===== src/rtl/riscv_pkg.sv =====
// Shared core constants: datapath width, write-back source codes, load funct3
// codes and the write-back FSM state encoding.
package riscv_pkg;

    localparam int XLEN = 32;

    localparam logic [1:0] WB_SEL_ALU  = 2'b00;
    localparam logic [1:0] WB_SEL_LOAD = 2'b01;
    localparam logic [1:0] WB_SEL_PC4  = 2'b10;

    localparam logic [2:0] F3_LB  = 3'b000;
    localparam logic [2:0] F3_LH  = 3'b001;
    localparam logic [2:0] F3_LW  = 3'b010;
    localparam logic [2:0] F3_LBU = 3'b100;
    localparam logic [2:0] F3_LHU = 3'b101;

    typedef enum logic {
        WB_IDLE     = 1'b0,
        WB_WAIT_MEM = 1'b1
    } wb_state_e;

endpackage


===== src/rtl/load_align.sv =====
// Combinational load alignment: picks the addressed byte/halfword out of the
// raw memory word and sign- or zero-extends it according to funct3.
module load_align
    import riscv_pkg::*;
(
    input  logic [2:0]      funct3,
    input  logic [1:0]      addr_low,
    input  logic [31:0]     word,
    output logic [XLEN-1:0] load_data
);

    logic [7:0]  byte_sel;
    logic [15:0] half_sel;

    always_comb begin
        case (addr_low)
            2'd0:    byte_sel = word[7:0];
            2'd1:    byte_sel = word[15:8];
            2'd2:    byte_sel = word[23:16];
            default: byte_sel = word[31:24];
        endcase
    end

    // Misaligned halfwords ignore addr_low[0] rather than trapping.
    assign half_sel = addr_low[1] ? word[31:16] : word[15:0];

    always_comb begin
        case (funct3)
            F3_LB:   load_data = {{(XLEN-8){byte_sel[7]}}, byte_sel};
            F3_LBU:  load_data = {{(XLEN-8){1'b0}}, byte_sel};
            F3_LH:   load_data = {{(XLEN-16){half_sel[15]}}, half_sel};
            F3_LHU:  load_data = {{(XLEN-16){1'b0}}, half_sel};
            default: load_data = word;
        endcase
    end

endmodule


===== src/rtl/writeback_stage.sv =====
// Final pipeline stage: selects the write-back source, waits for load data,
// and drives the register-file write port with x0 writes suppressed.
//
// state       | meaning
// ------------+------------------------------------------------------------
// WB_IDLE     | accepting; non-loads retire at the next edge
// WB_WAIT_MEM | load captured in pending regs, waiting for memRspValid
module writeback_stage
    import riscv_pkg::*;
(
    input  logic            clk,
    input  logic            reset,
    input  logic            inValid,
    output logic            inReady,
    input  logic [4:0]      inRd,
    input  logic            inRegWrite,
    input  logic [1:0]      inWbSel,
    input  logic [XLEN-1:0] inAluResult,
    input  logic [XLEN-1:0] inPcPlus4,
    input  logic [2:0]      inFunct3,
    input  logic [1:0]      inAddrLow,
    input  logic            memRspValid,
    input  logic [XLEN-1:0] memRspData,
    output logic [4:0]      writeRegister,
    output logic [XLEN-1:0] writeData,
    output logic            regWrite,
    output logic            retire
);

    wb_state_e state, state_next;

    logic [4:0] pend_rd;
    logic       pend_reg_write;
    logic [2:0] pend_funct3;
    logic [1:0] pend_addr_low;

    logic            accept;
    logic            accept_load;
    logic            rsp_fire;
    logic [XLEN-1:0] sel_data;
    logic [XLEN-1:0] aligned_data;

    logic [4:0]      write_register_d;
    logic [XLEN-1:0] write_data_d;
    logic            reg_write_d;
    logic            retire_d;

    assign inReady     = (state == WB_IDLE);
    assign accept      = inReady && inValid;
    assign accept_load = accept && (inWbSel == WB_SEL_LOAD);
    assign rsp_fire    = (state == WB_WAIT_MEM) && memRspValid;

    // Select code 11 falls through to the ALU result.
    assign sel_data = (inWbSel == WB_SEL_PC4) ? inPcPlus4 : inAluResult;

    load_align u_load_align (
        .funct3    (pend_funct3),
        .addr_low  (pend_addr_low),
        .word      (memRspData[31:0]),
        .load_data (aligned_data)
    );

    always_ff @(posedge clk or posedge reset) begin
        if (reset) begin
            state <= WB_IDLE;
        end else begin
            state <= state_next;
        end
    end

    always_comb begin
        state_next = state;
        case (state)
            WB_IDLE:     if (accept_load) state_next = WB_WAIT_MEM;
            WB_WAIT_MEM: if (memRspValid) state_next = WB_IDLE;
            default:     state_next = WB_IDLE;
        endcase
    end

    always_comb begin
        write_register_d = writeRegister;
        write_data_d     = writeData;
        reg_write_d      = 1'b0;
        retire_d         = 1'b0;
        if (accept && !accept_load) begin
            write_register_d = inRd;
            write_data_d     = sel_data;
            reg_write_d      = inRegWrite && (inRd != 5'd0);
            retire_d         = 1'b1;
        end else if (rsp_fire) begin
            write_register_d = pend_rd;
            write_data_d     = aligned_data;
            reg_write_d      = pend_reg_write && (pend_rd != 5'd0);
            retire_d         = 1'b1;
        end
    end

    always_ff @(posedge clk or posedge reset) begin
        if (reset) begin
            writeRegister <= 5'd0;
            writeData     <= '0;
            regWrite      <= 1'b0;
            retire        <= 1'b0;
        end else begin
            writeRegister <= write_register_d;
            writeData     <= write_data_d;
            regWrite      <= reg_write_d;
            retire        <= retire_d;
        end
    end

    always_ff @(posedge clk or posedge reset) begin
        if (reset) begin
            pend_rd        <= 5'd0;
            pend_reg_write <= 1'b0;
            pend_funct3    <= 3'd0;
            pend_addr_low  <= 2'd0;
        end else if (accept_load) begin
            pend_rd        <= inRd;
            pend_reg_write <= inRegWrite;
            pend_funct3    <= inFunct3;
            pend_addr_low  <= inAddrLow;
        end
    end

endmodule


===== config.mk =====
export PLATFORM = sky130hd
export DESIGN_NAME = writeback_stage
export DESIGN_NICKNAME = d
export VERILOG_FILES = /design/src/rtl/riscv_pkg.sv /design/src/rtl/load_align.sv /design/src/rtl/writeback_stage.sv
export SDC_FILE = /design/constraint.sdc
export NUM_CORES = 1
export LEC_CHECK = 0
export ABC_AREA = 1
export CAP_MARGIN = 20
export CELL_PAD_IN_SITES_DETAIL_PLACEMENT = 1
export CELL_PAD_IN_SITES_GLOBAL_PLACEMENT = 2
export CORE_MARGIN = 2
export CORE_UTILIZATION = 19
export DETAILED_ROUTE_END_ITERATION = 10
export GPL_ROUTABILITY_DRIVEN = 0
export GPL_TIMING_DRIVEN = 0
export MAX_ROUTING_LAYER = met4
export PLACE_DENSITY = 0.8
export SKIP_CTS_REPAIR_TIMING = 1
export SYNTH_ARGS = -nofsm -noshare
export SYNTH_HDL_FRONTEND = slang
export SYNTH_SLANG_ARGS = --single-unit

===== constraint.sdc =====
create_clock -name clk -period 1.46 [get_ports clk]
set_input_delay 0.292 -clock clk [delete_from_list [all_inputs] [get_ports clk]]
set_output_delay 0.292 -clock clk [all_outputs]
set_load 0.02 [all_outputs]

==> flow_summary.json, run 1 <==
{
  "crit_top_cell": "buf_12",
  "p_per_area_nw_per_um2": 1050,
  "clock_latency_ns": 0.31,
  "cp_max_fo": 5,
  "vdd_drop_max_v": 0.000491,
  "drv_slew": 0,
  "cts_tree": "done",
  "slowest_stage": "dfrtp_2",
  "gr-usage-met2": 0.262,
  "syn-num-nets": 604,
  "cts_buffers": 5,
  "p_comb_frac": 0.482,
  "drive_above_1_share": 0.282,
  "grtUsageMet3": 0.0430,
  "drv_cap": 0,
  "core_um2": 17400,
  "worstMarginPinSlew_ns": 0.569,
  "port_buffers": 152,
  "crit_required_ns": 1.70,
  "end_kind": "flip-flop",
  "wl_um": 16500,
  "switching_share": 0.377,
  "synth_area_per_cell_um2": 6.91,
  "cp_cell_sequence": "nor2_4 > nand2_4 > buf_12 > nand2_8 > buf_12 > buf_4 > buf_8 > clkbuf_16 > nor2_1 > a21oi_2",
  "met1_usage": 0.206,
  "clock-skew-final_ns": 0.00210,
  "setup_viol": 33,
  "worst-path-buf-inv": 5,
  "finalCritPeriodShare": 1.08,
  "synth_cells": 491,
  "post-dp-hpwl_um": 12100,
  "drtIter0Drc": 152,
  "start_kind": "flip-flop",
  "busiest_layer": "met2",
  "worst_hold_path_type": "in2async",
  "die-area_um2": 18900,
  "ys_types": 33,
  "status": "finished with violations",
  "rsz0062_at_grt": "true",
  "via_per_inst": 4.45,
  "leakage_nw": 3.19,
  "crit_family": "buffers and inverters",
  "cts_root_buf": "clkbuf_16",
  "cts.clk_slew.worst_paths_ns": 0.07,
  "initial_core_util": 0.196,
  "intPower_mw": 4.26,
  "final_cell_mix": "clkdlybuf4s50_1, nand2_1, nor2_1, dfrtp_1, dlymetal6s2s_1",
  "die_h_um": 138,
  "grt-ovfl-total": 0,
  "grt_pass1_wl_um": 22700,
  "fin_util": 0.375,
  "layout_commonest_cell": "clkdlybuf4s50_1",
  "cp.arrival_ns": 1.81,
  "clock-sinks": 51,
  "antenna_found_initial": 1,
  "slew_headroom": 0.620,
  "clock_path_buffers": 2,
  "setup_ws_ns": -0.110,
  "first_pass_iters": 4,
  "max_freq_mhz": 637,
  "ant_nets": 0,
  "violations": "negative setup slack",
  "vias": 4061,
  "wire_per_inst_um": 18.1,
  "power_frac_clock": 0.229,
  "grt_pass1_vias": 4112,
  "setup_tns_ns": -2.60,
  "yosysWarnings": 0,
  "yosysSeqAreaShare": 0.376,
  "syn-cell-area_um2": 3390,
  "rows": 48,
  "grt_max_degree": 30,
  "track_usage": 0.164,
  "fin_crit_ns": 1.57,
  "ctsHtreeMaxLevel": 2,
  "p_seq_frac": 0.289,
  "pin_count": 153,
  "finalNetCount": 799,
  "synth_seq_cells": 51,
  "hold_viol": 0,
  "die_w_um": 138,
  "area_growth_pct": 91.8,
  "worstSetupPathType": "reg2reg",
  "critPathMaxStageDelay_ns": 0.42,
  "switching_power_mw": 2.57,
  "drc": 0
}
-- routing by layer --
layer | share of wire | vias up | routed length, um
met3 | 0.063 | 14 | 1040
met1 | 0.44 | 1953 | 7220
met5 | 0 | - | 0
li1 | - | 1989 | -
met2 | 0.49 | 105 | 8000
met4 | 0.013 | 0 | 211
-- cells in the mapped netlist, drive strengths merged --
master,count,area share
nor3,3,0.0044
buf,23,0.052
mux2,1,0.0033
nand3b,1,0.0022
o31ai,1,0.0022
nor2,74,0.088
clkinv,1,0.0015
inv,52,0.060
or2,1,0.0018
clkbuf,5,0.0055
a22o,2,0.0052
nand4,1,0.0018
o21ai,69,0.10
nand3,17,0.028
dfrtp,51,0.38
o221ai,8,0.021
a21oi,49,0.083
nand2,127,0.15
o32ai,1,0.0026
o211ai,4,0.0088
-- through the flow --
step | power (mW) | std cells | area [um^2] | setup slack, ns | hold WS, ns
2_1_floorplan | 3.34 | 491 | 3400 | 0.175 | 0.341
3_3_place_gp | 4.56 | 868 | 5200 | -0.726 | 0.469
3_5_place_dp | 4.64 | 869 | 5220 | -0.768 | 0.484
4_1_cts | 6.24 | 877 | 5410 | -0.443 | 0.416
5_1_grt | 7.22 | 913 | 6510 | -0.194 | 0.461
6_report | 6.83 | 913 | 6510 | -0.110 | 0.391
-- final timing paths --
path,end,cells past startpoint,slack (ns),start
min in group clk,pend_rd[1],2,0.49,pend_rd[1]
min reg2reg,pend_rd[1],2,0.49,pend_rd[1]
min,writeData[25],2,0.39,reset
max reg2reg,writeData[30],10,-0.11,state
max in group asynchronous,pend_addr_low[0],3,0.55,reset
max,writeData[30],10,-0.11,state
-- final cells by class --
class | count | area [um^2]
Sequential cell | 51 | 1280
Clock buffer | 5 | 125
Tap cell | 225 | 282
Timing Repair Buffer | 188 | 2130
Antenna cell | 1 | 2.50
Clock inverter | 3 | 67.6
Inverter | 53 | 230
Buffer | 28 | 300
Multi-Input combinational cell | 359 | 2100
Fill cell | 2038 | 10800
-- sequential cells by signal, indices dropped and copies added, names as in the netlist --
signal,flops
pend_funct3,3
pend_reg_write,1
pend_rd,5
retire,1
regWrite,1
pend_addr_low,2
writeRegister,5
state,1
writeData,32
-- power by group through the flow --
stage / Sequential, mW / Combinational (mW) / Clock [mW]
2_1_floorplan: 2.23 / 1.12 / 0
3_3_place_gp: 1.94 / 2.62 / 0
3_5_place_dp: 1.95 / 2.69 / 0
4_1_cts: 1.93 / 2.70 / 1.60
5_1_grt: 2.02 / 3.56 / 1.65
6_report: 1.97 / 3.29 / 1.57
-- logic make-up (layout without fill, tap and decap cells) --
group	count (synthesis)	count (layout)	synth area share
flip-flops	51	51	0.376
AND/OR/NAND/NOR	224	224	0.277
multiplexers	1	1	0.00332
buffers and inverters	81	277	0.119
other	0	1	0
AO/OA/AOI/OAI	134	134	0.225
Note: power is estimated with default switching activity, not from simulation.
==> inputs of run 2 (changes only) <==
--- a/config.mk
+++ b/config.mk
@@ -9,7 +9,6 @@
 export CAP_MARGIN = 20
 export CELL_PAD_IN_SITES_DETAIL_PLACEMENT = 1
 export CELL_PAD_IN_SITES_GLOBAL_PLACEMENT = 2
-export CORE_MARGIN = 2
 export CORE_UTILIZATION = 19
 export DETAILED_ROUTE_END_ITERATION = 10
 export GPL_ROUTABILITY_DRIVEN = 0
==> run 2 against run 1 <==
Effect of this change: the flow still finishes with violations (negative setup slack); flip-flop and latch count stayed put; core utilization decreased by 1.8 points; power down 7.0%; sequential share of layout area is 0.98 points higher; fmax grew 1.7%; worst hold slack better by 0.0040 ns; clock skew increased by 0.0045 ns; die area fell by 2.9%; final cell count decreased by 0.22%; critical endpoint is now writeData[18]; highest routed layer unchanged.
==> flow_summary.json, run 2 (synthesis gave the netlist of run 1 again) <==
{
  "status": "finished with violations",
  "violations": "negative setup slack",
  "ctsHtreeMaxLevel": 2,
  "fillers": 2037,
  "worstMarginPinSlew_ns": 0.579,
  "p_comb_frac": 0.497,
  "wire_per_inst_um": 17.3,
  "intPower_mw": 3.84,
  "place.detailed.instances": 869,
  "rsz0062_at_grt": "true",
  "finalNetCount": 798,
  "drive_above_1_share": 0.249,
  "drtIter0Drc": 161,
  "crit_required_ns": 1.70,
  "initial_core_util": 0.196,
  "grt_pass1_wl_um": 22600,
  "max_freq_mhz": 648,
  "post-dp-hpwl_um": 11800,
  "hold_viol": 0,
  "ant_nets": 0,
  "power.total_mw": 6.35,
  "setup_viol": 18,
  "rows": 48,
  "dpl_cell_area_um2": 5220,
  "largest_register": "writeData",
  "end_kind": "flip-flop",
  "clock_latency_ns": 0.31,
  "clock_path_buffers": 2,
  "layout_commonest_cell": "clkdlybuf4s50_1",
  "switching_share": 0.395,
  "drc": 0,
  "slew_headroom": 0.613,
  "final_cell_mix": "clkdlybuf4s50_1, nand2_1, nor2_1, dfrtp_1",
  "leakage_nw": 3.10,
  "setup_ws_ns": -0.0833,
  "start_kind": "input pin",
  "die_h_um": 136,
  "num_antenna_cells": 0,
  "p_seq_frac": 0.304,
  "cp_max_fo": 6,
  "final_area_um2": 6200,
  "cts.clk_slew.worst_paths_ns": 0.07,
  "whs_ns": 0.395,
  "worst_hold_path_type": "in2async",
  "fin_util": 0.357,
  "wl_um": 15700,
  "port_buffers": 152,
  "drv_slew": 0,
  "seqCellArea_um2": 1280,
  "core_um2": 17400,
  "grt-ovfl-total": 0,
  "pin_count": 153,
  "antenna_found_initial": 0,
  "track_usage": 0.167,
  "power_frac_clock": 0.199,
  "finalCritPeriodShare": 1.06,
  "top_regs": "writeData x32, pend_rd x5, writeRegister x5",
  "cts_buffers": 5,
  "switching_power_mw": 2.51,
  "die-area_um2": 18400,
  "multi_input_area_um2": 1990,
  "vias": 4036,
  "clock-sinks": 51,
  "p_per_area_nw_per_um2": 1020,
  "grt_pass1_vias": 4163,
  "fin_crit_ns": 1.54,
  "vdd_drop_max_v": 0.000475,
  "cts_root_buf": "clkbuf_16",
  "worstSetupPathType": "in2reg",
  "area_growth_pct": 82.7,
  "cp.arrival_ns": 1.78,
  "first_pass_iters": 4,
  "clock-skew-final_ns": 0.00657,
  "cts_tree": "done",
  "largest_reg_flops": 32,
  "via_per_inst": 4.43,
  "fin_cells": 911,
  "drv_cap": 0,
  "die_w_um": 136,
  "grt_max_degree": 30
}
run 2: cell count changes in the layout (fill, tap and decap cells not counted), sizes merged, moves of 2 or more:
cell	change
clkbuf	-4
inv	+2
clkinvlp	-2
bufinv	-2
clkinv	+2
run 2: layout make-up:
type                       instances  area share
timing repair buffer             186       0.322
clock buffer                       5      0.0202
clock inverter                     3     0.00424
sequential                        51       0.206
tap                              225      0.0454
buffer                            28      0.0408
multi-input combinational        360       0.321
inverter                          53      0.0398
run 2: worst max-delay path, stage by stage:
cell and delay [ns]:
clkdlybuf4s50_1 0.59, nor2_4 0.06, nor2_1 0.13, nand2_1 0.10, nand3_2 0.09, nand2_4 0.09, clkbuf_16 0.18, nand2_2 0.05
nand2_2 0.05, a21oi_2 0.12
run 2: path summary, 6_finish.rpt:
check / startpoint / endpoint / slack [ns] / depth (start not counted)
worst max-delay path: memRspData[7] / writeData[18] / -0.08 / 10
worst min-delay path: reset / writeData[22] / 0.39 / 2
worst max register to register: pend_addr_low[1] / writeData[18] / -0.06 / 11
worst min register to register: pend_rd[1] / pend_rd[1] / 0.50 / 2
max in group asynchronous: reset / pend_addr_low[0] / 0.54 / 3
min in group clk: inWbSel[1] / pend_funct3[2] / 0.50 / 4
run 2: per-layer routing:
layer | track usage | wire length (um) | vias up
li1 | - | - | 1983
met1 | 0.209 | 6900 | 1925
met2 | 0.273 | 7690 | 118
met3 | 0.0318 | 1010 | 10
met4 | 0.0418 | 141 | 0
met5 | - | 0 | -
run 2: power by group through the flow:
stage	Clock, mW	Sequential (mW)	Combinational (mW)
final	1.26	1.93	3.15
after global routing	1.37	1.98	3.41
after global placement	0	1.94	2.62
after CTS	1.31	1.93	2.69
after floorplan	0	2.23	1.12
after detailed placement	0	1.96	2.68
run 2: stage by stage:
step                      setup WS, ns  TNS (ns)
after floorplan                  0.175         0
after global placement          -0.693    -33.24
after detailed placement        -0.704    -25.75
after CTS                       -0.388    -15.84
after global routing            -0.181     -3.84
final                          -0.0833    -0.877
==> inputs of run 3 (changes only) <==
--- a/config.mk
+++ b/config.mk
@@ -10,12 +10,14 @@
 export CELL_PAD_IN_SITES_DETAIL_PLACEMENT = 1
 export CELL_PAD_IN_SITES_GLOBAL_PLACEMENT = 2
 export CORE_UTILIZATION = 19
+export CTS_CLUSTER_DIAMETER = 80
 export DETAILED_ROUTE_END_ITERATION = 10
 export GPL_ROUTABILITY_DRIVEN = 0
 export GPL_TIMING_DRIVEN = 0
 export MAX_ROUTING_LAYER = met4
 export PLACE_DENSITY = 0.8
 export SKIP_CTS_REPAIR_TIMING = 1
+export SLEW_MARGIN = 25
 export SYNTH_ARGS = -nofsm -noshare
 export SYNTH_HDL_FRONTEND = slang
 export SYNTH_SLANG_ARGS = --single-unit
==> results of run 3 <==
The final DEF is identical to that of run 2; final timing and power are the same.
